**src/rtl/apb_master.sv**
```systemverilog
// apb_master: single-outstanding APB requester.
// Accepts one command at a time on a valid/ready port, runs the SETUP/ACCESS
// handshake on the APB side, and returns a one-cycle completion pulse with
// read data and error status. A bounded wait counter aborts transfers whose
// slave never raises PREADY.
module apb_master #(
    parameter int ADDR_W  = 4,
    parameter int DATA_W  = 32,
    parameter int TIMEOUT = 16
) (
    input  logic              PCLK,
    input  logic              PRESET,
    // command side
    input  logic              req_valid,
    output logic              req_ready,
    input  logic [ADDR_W-1:0] req_addr,
    input  logic              req_write,
    input  logic [DATA_W-1:0] req_wdata,
    // completion side
    output logic              rsp_valid,
    output logic [DATA_W-1:0] rsp_rdata,
    output logic              rsp_err,
    // APB requester side
    output logic [ADDR_W-1:0] PADDR,
    output logic              PWRITE,
    output logic              PSEL,
    output logic              PENABLE,
    output logic [DATA_W-1:0] PWDATA,
    input  logic [DATA_W-1:0] PRDATA,
    input  logic              PREADY,
    input  logic              PSLVERR
);

    // TIMEOUT is limited to 1..255, so an 8-bit counter always holds it.
    localparam logic [7:0] TIMEOUT_CNT = 8'(TIMEOUT);

    typedef enum logic [1:0] {
        IDLE   = 2'd0,
        SETUP  = 2'd1,
        ACCESS = 2'd2
    } state_t;

    state_t            state_reg;
    state_t            state_next;
    logic [7:0]        wait_cnt_reg;
    logic [7:0]        wait_cnt_next;

    logic              accept;
    logic              xfer_done;
    logic              xfer_timeout;

    logic [ADDR_W-1:0] paddr_reg;
    logic              pwrite_reg;
    logic              psel_reg;
    logic              penable_reg;
    logic [DATA_W-1:0] pwdata_reg;
    logic              rsp_valid_reg;
    logic [DATA_W-1:0] rsp_rdata_reg;
    logic              rsp_err_reg;

    // Handshake decode, ready generation and next-state / wait-counter logic.
    always_comb begin
        state_next    = state_reg;
        wait_cnt_next = wait_cnt_reg;

        // A ready slave wins over an expiring counter in the same cycle.
        xfer_done    = (state_reg == ACCESS) && PREADY;
        xfer_timeout = (state_reg == ACCESS) && !PREADY && (wait_cnt_reg == TIMEOUT_CNT);

        // New work is taken while idle, or in the completing ACCESS cycle so
        // back-to-back transfers lose no bus cycle. Never on a timeout cycle.
        req_ready = (state_reg == IDLE) || xfer_done;
        accept    = req_valid && req_ready;

        case (state_reg)
            IDLE: begin
                if (accept) begin
                    state_next = SETUP;
                end
            end
            SETUP: begin
                state_next    = ACCESS;
                wait_cnt_next = 8'd0;
            end
            ACCESS: begin
                if (xfer_done) begin
                    state_next = accept ? SETUP : IDLE;
                end else if (xfer_timeout) begin
                    state_next = IDLE;
                end else begin
                    wait_cnt_next = wait_cnt_reg + 8'd1;
                end
            end
            default: begin
                state_next = IDLE;
            end
        endcase
    end

    // State register and wait counter.
    always_ff @(posedge PCLK) begin
        if (PRESET) begin
            state_reg    <= IDLE;
            wait_cnt_reg <= 8'd0;
        end else begin
            state_reg    <= state_next;
            wait_cnt_reg <= wait_cnt_next;
        end
    end

    // Registered APB control/address/data outputs, tracking the next state.
    always_ff @(posedge PCLK) begin
        if (PRESET) begin
            psel_reg    <= 1'b0;
            penable_reg <= 1'b0;
            paddr_reg   <= '0;
            pwrite_reg  <= 1'b0;
            pwdata_reg  <= '0;
        end else begin
            psel_reg    <= (state_next != IDLE);
            penable_reg <= (state_next == ACCESS);
            // Address/data only move on accept, so they stay put through
            // SETUP and every ACCESS cycle of the transfer.
            if (accept) begin
                paddr_reg  <= req_addr;
                pwrite_reg <= req_write;
                pwdata_reg <= req_wdata;
            end
        end
    end

    // Completion pulse; slave data and status are looked at only when PREADY ends ACCESS.
    always_ff @(posedge PCLK) begin
        if (PRESET) begin
            rsp_valid_reg <= 1'b0;
            rsp_err_reg   <= 1'b0;
            rsp_rdata_reg <= '0;
        end else begin
            rsp_valid_reg <= xfer_done || xfer_timeout;
            rsp_err_reg   <= xfer_done ? PSLVERR : xfer_timeout;
            if (xfer_done && !pwrite_reg && !PSLVERR) begin
                rsp_rdata_reg <= PRDATA;
            end else begin
                rsp_rdata_reg <= '0;
            end
        end
    end

    assign PADDR     = paddr_reg;
    assign PWRITE    = pwrite_reg;
    assign PSEL      = psel_reg;
    assign PENABLE   = penable_reg;
    assign PWDATA    = pwdata_reg;
    assign rsp_valid = rsp_valid_reg;
    assign rsp_rdata = rsp_rdata_reg;
    assign rsp_err   = rsp_err_reg;

endmodule

```
**config.mk**
```make
export PLATFORM = sky130hd
export DESIGN_NAME = apb_master
export DESIGN_NICKNAME = d
export VERILOG_FILES = /design/src/rtl/apb_master.sv
export SDC_FILE = /design/constraint.sdc
export NUM_CORES = 1
export LEC_CHECK = 0
export BUFFER_PORTS_ARGS = -buffer_cell sky130_fd_sc_hd__buf_2
export CAP_MARGIN = 0
export CORE_MARGIN = 2
export CORE_UTILIZATION = 50
export CTS_BUF_LIST = sky130_fd_sc_hd__clkbuf_8
export CTS_CLUSTER_DIAMETER = 120
export DETAILED_ROUTE_END_ITERATION = 6
export GPL_TIMING_DRIVEN = 0
export PLACE_DENSITY = 0.87
export SYNTH_ARGS = -nofsm -noshare
export SYNTH_HDL_FRONTEND = slang
export SYNTH_SLANG_ARGS = --single-unit
export TNS_END_PERCENT = 5
```
**constraint.sdc**
```tcl
create_clock -name PCLK -period 2.5 [get_ports PCLK]
set_clock_uncertainty 0.05 [all_clocks]
set_input_delay 0.5 -clock PCLK [delete_from_list [all_inputs] [get_ports PCLK]]
set_output_delay 0.5 -clock PCLK [all_outputs]
set_load 0.01 [all_outputs]
```
==> out/summary.txt <==
status = finished clean
remaining routing DRC violations = 0
Data arrival, critical path = 1.37 ns
pre-CTS WS = 0.521 ns
routed wire length = 7120 µm
final setup fails = 0
gr ovfl total = 0
top cell type's share of synthesized area = 58.0%
Post-Syn Instances = 309
layout cells sized above 1 = 38.6%
post-route setup slack = 0.575 ns
n_diodes = 0
Pre-antenna DRT Iters = 4
Worst Tran Pin Value = 0.496 ns
vias in the first global route = 2564
H-tree Lvls = 3
largest cells by area after synthesis = dfxtp_1, nand2_1, a21oi_1
leakage power = 1.92 nW
Total Power = 2.61 mW
hold buffers post-CTS = 0
routed length per instance = 13.1 µm
RSZ-0062 raised after global routing = false
placer congestion estimate = 0.781
TritonCTS clock tree = built
worst skew pair latency = 0.35 ns
DRT antenna net count = 0
post-synthesis net count = 385
Core Region = 0.00551 mm²
post-route insts no fill = 544
pwr/cell area = 671 mW/mm²
Clock Sinks = 83
Die W = 79.7 µm
Worst Hold Launch = PRDATA[5]
TritonCTS buffer count = 9
Die H = 79.7 µm
antenna violations before repair = 0
die area = 0.00635 mm²
Seq/Total Area, Yosys = 58.0%
IO buf count = 147
first-pass GRT wire length = 11200 µm
clock slew at reported path FFs = 0.08 ns
Final Net Count = 543
Top FF cell, synth = dfxtp_1
CTS-repair resized insts = 0
worst vdd ir = 0.412 mV
# rows = 27
HP Class = primary input to flop
Yosys reg bits = 83
1st-iter DRT viols = 114
maxcap violations = 0
hpwl dp = 5480 µm
Ports = 148
DR vias/cell = 4.76
Post-synth EDFFs = 0
CP endpoint kind = output pin
Setup Buffers After CTS = 0
GRT Total Usage = 23.1%
Post-Syn Area = 0.00286 mm²
Rel. slew slack = 66.9%
kind of critical path = flop to output pin
setup TNS = 0 ns
post-route clock period utilization = 77.0%
final hold vios = 0
DP Area = 0.00369 mm²
Synth area leader = dfxtp_1
via count = 2592
pin count of the biggest net entering global routing = 14
Final min period = 1.92 ns
worst-path fanout max = 9
fmax = 0.520 GHz
max-slew violations = 0
Post-synth ARST share = 0%
synth unique cells = 38
Starting Density = 52.0%
FILL cells = 434
reg2reg start = state_reg[1]
CP startpoint kind = flop
CTS Root Cell = clkbuf_8
synthesized area per cell = 9.26 µm²
Area Overhead vs Synth = 36.0%
Warnings, synthesis = 0
post-route cell area = 0.00389 mm²
WP data required = 1.95 ns
Setup crit start = state_reg[1]
CTS max path bufs = 2
Post-Place Cells = 528
## critical path: stages (launching register included)
cell     delay (ns)
dfxtp_1        0.45
or2b_1         0.28
and2_1         0.16
buf_2          0.14
## logic make-up after synthesis
family | synth area share, %
compound gates | 10.4
xor+xnor | 1.22
fa+ha+maj | 0.874
buf+inv | 3.80
flops | 58.0
mux | 0.393
simple gates | 25.2
## routing by layer
layer	part of all wire, %	GRT usage [%]	vias to the layer above
met3	9.4	7.69	12
met1	39	25.4	1159
met5	0	0	-
met2	50	40.3	108
li1	-	-	1313
met4	1.6	9.83	0
## cells in the mapped netlist (2+ instances only)
library cell  instances
dfxtp_1              83
nand2_1              77
a21oi_1              42
and2_1               33
clkbuf_1             11
nor2_1               11
inv_1                 6
buf_2                 5
nand3_1               4
a211o_2               2
and3_1                2
buf_4                 2
ha_1                  2
nor3_1                2
or2b_1                2
xnor2_1               2
xor2_1                2
## power by group
| part | internal (mW) | total (mW) | switching (mW) |
|---|---|---|---|
| sequential | 1.37 | 1.39 | 0.0213 |
| combinational | 0.113 | 0.253 | 0.140 |
| clock | 0.511 | 0.970 | 0.459 |
## path summary, 6_finish.rpt
path / cells after the start / slack [ns] / end
setup reg to reg: 4 / 0.73 / rsp_rdata[26]
hold / removal: 2 / 0.30 / rsp_rdata[5]
setup / recovery: 3 / 0.58 / req_ready
hold reg to reg: 2 / 0.40 / PWDATA[9]
## final cells by class
cell class              count  area, µm²  area share (%)
flip-flops and latches     83       1660            42.7
repair buffers            147        736            18.9
inverters                   6       22.5           0.579
clock buffers              11        151            3.89
plain buffers              19       86.3            2.22
multi-input cells         201       1090            28.1
well taps                  72       90.1            2.31
clock inverters             5       52.6            1.35
## stage by stage
stage,utilization [%],hold slack [ns]
after floorplan,-,0.431
after global placement,67.0,0.389
after detailed placement,67.0,0.396
after CTS,70.7,0.282
after global routing,70.7,0.291
final,70.7,0.295
## placed cells by master, fill, tap and decap left out, types with 2 or more instances in the layout
cell / synthesis / layout
a21oi_1: 42 / 42
xnor2_1: 2 / 2
and3_1: 2 / 2
buf_4: 2 / 2
nand2_1: 77 / 77
nor3_1: 2 / 2
and2_1: 33 / 33
nand3_1: 4 / 4
xor2_1: 2 / 2
dfxtp_1: 83 / 83
clkbuf_8: 0 / 11
buf_2: 5 / 152
nor2_1: 11 / 11
inv_1: 6 / 7
clkinv_2: 0 / 2
a211o_2: 2 / 2
ha_1: 2 / 2
or2b_1: 2 / 2
clkbuf_1: 11 / 11
Note: power is estimated with default switching activity, not from simulation.
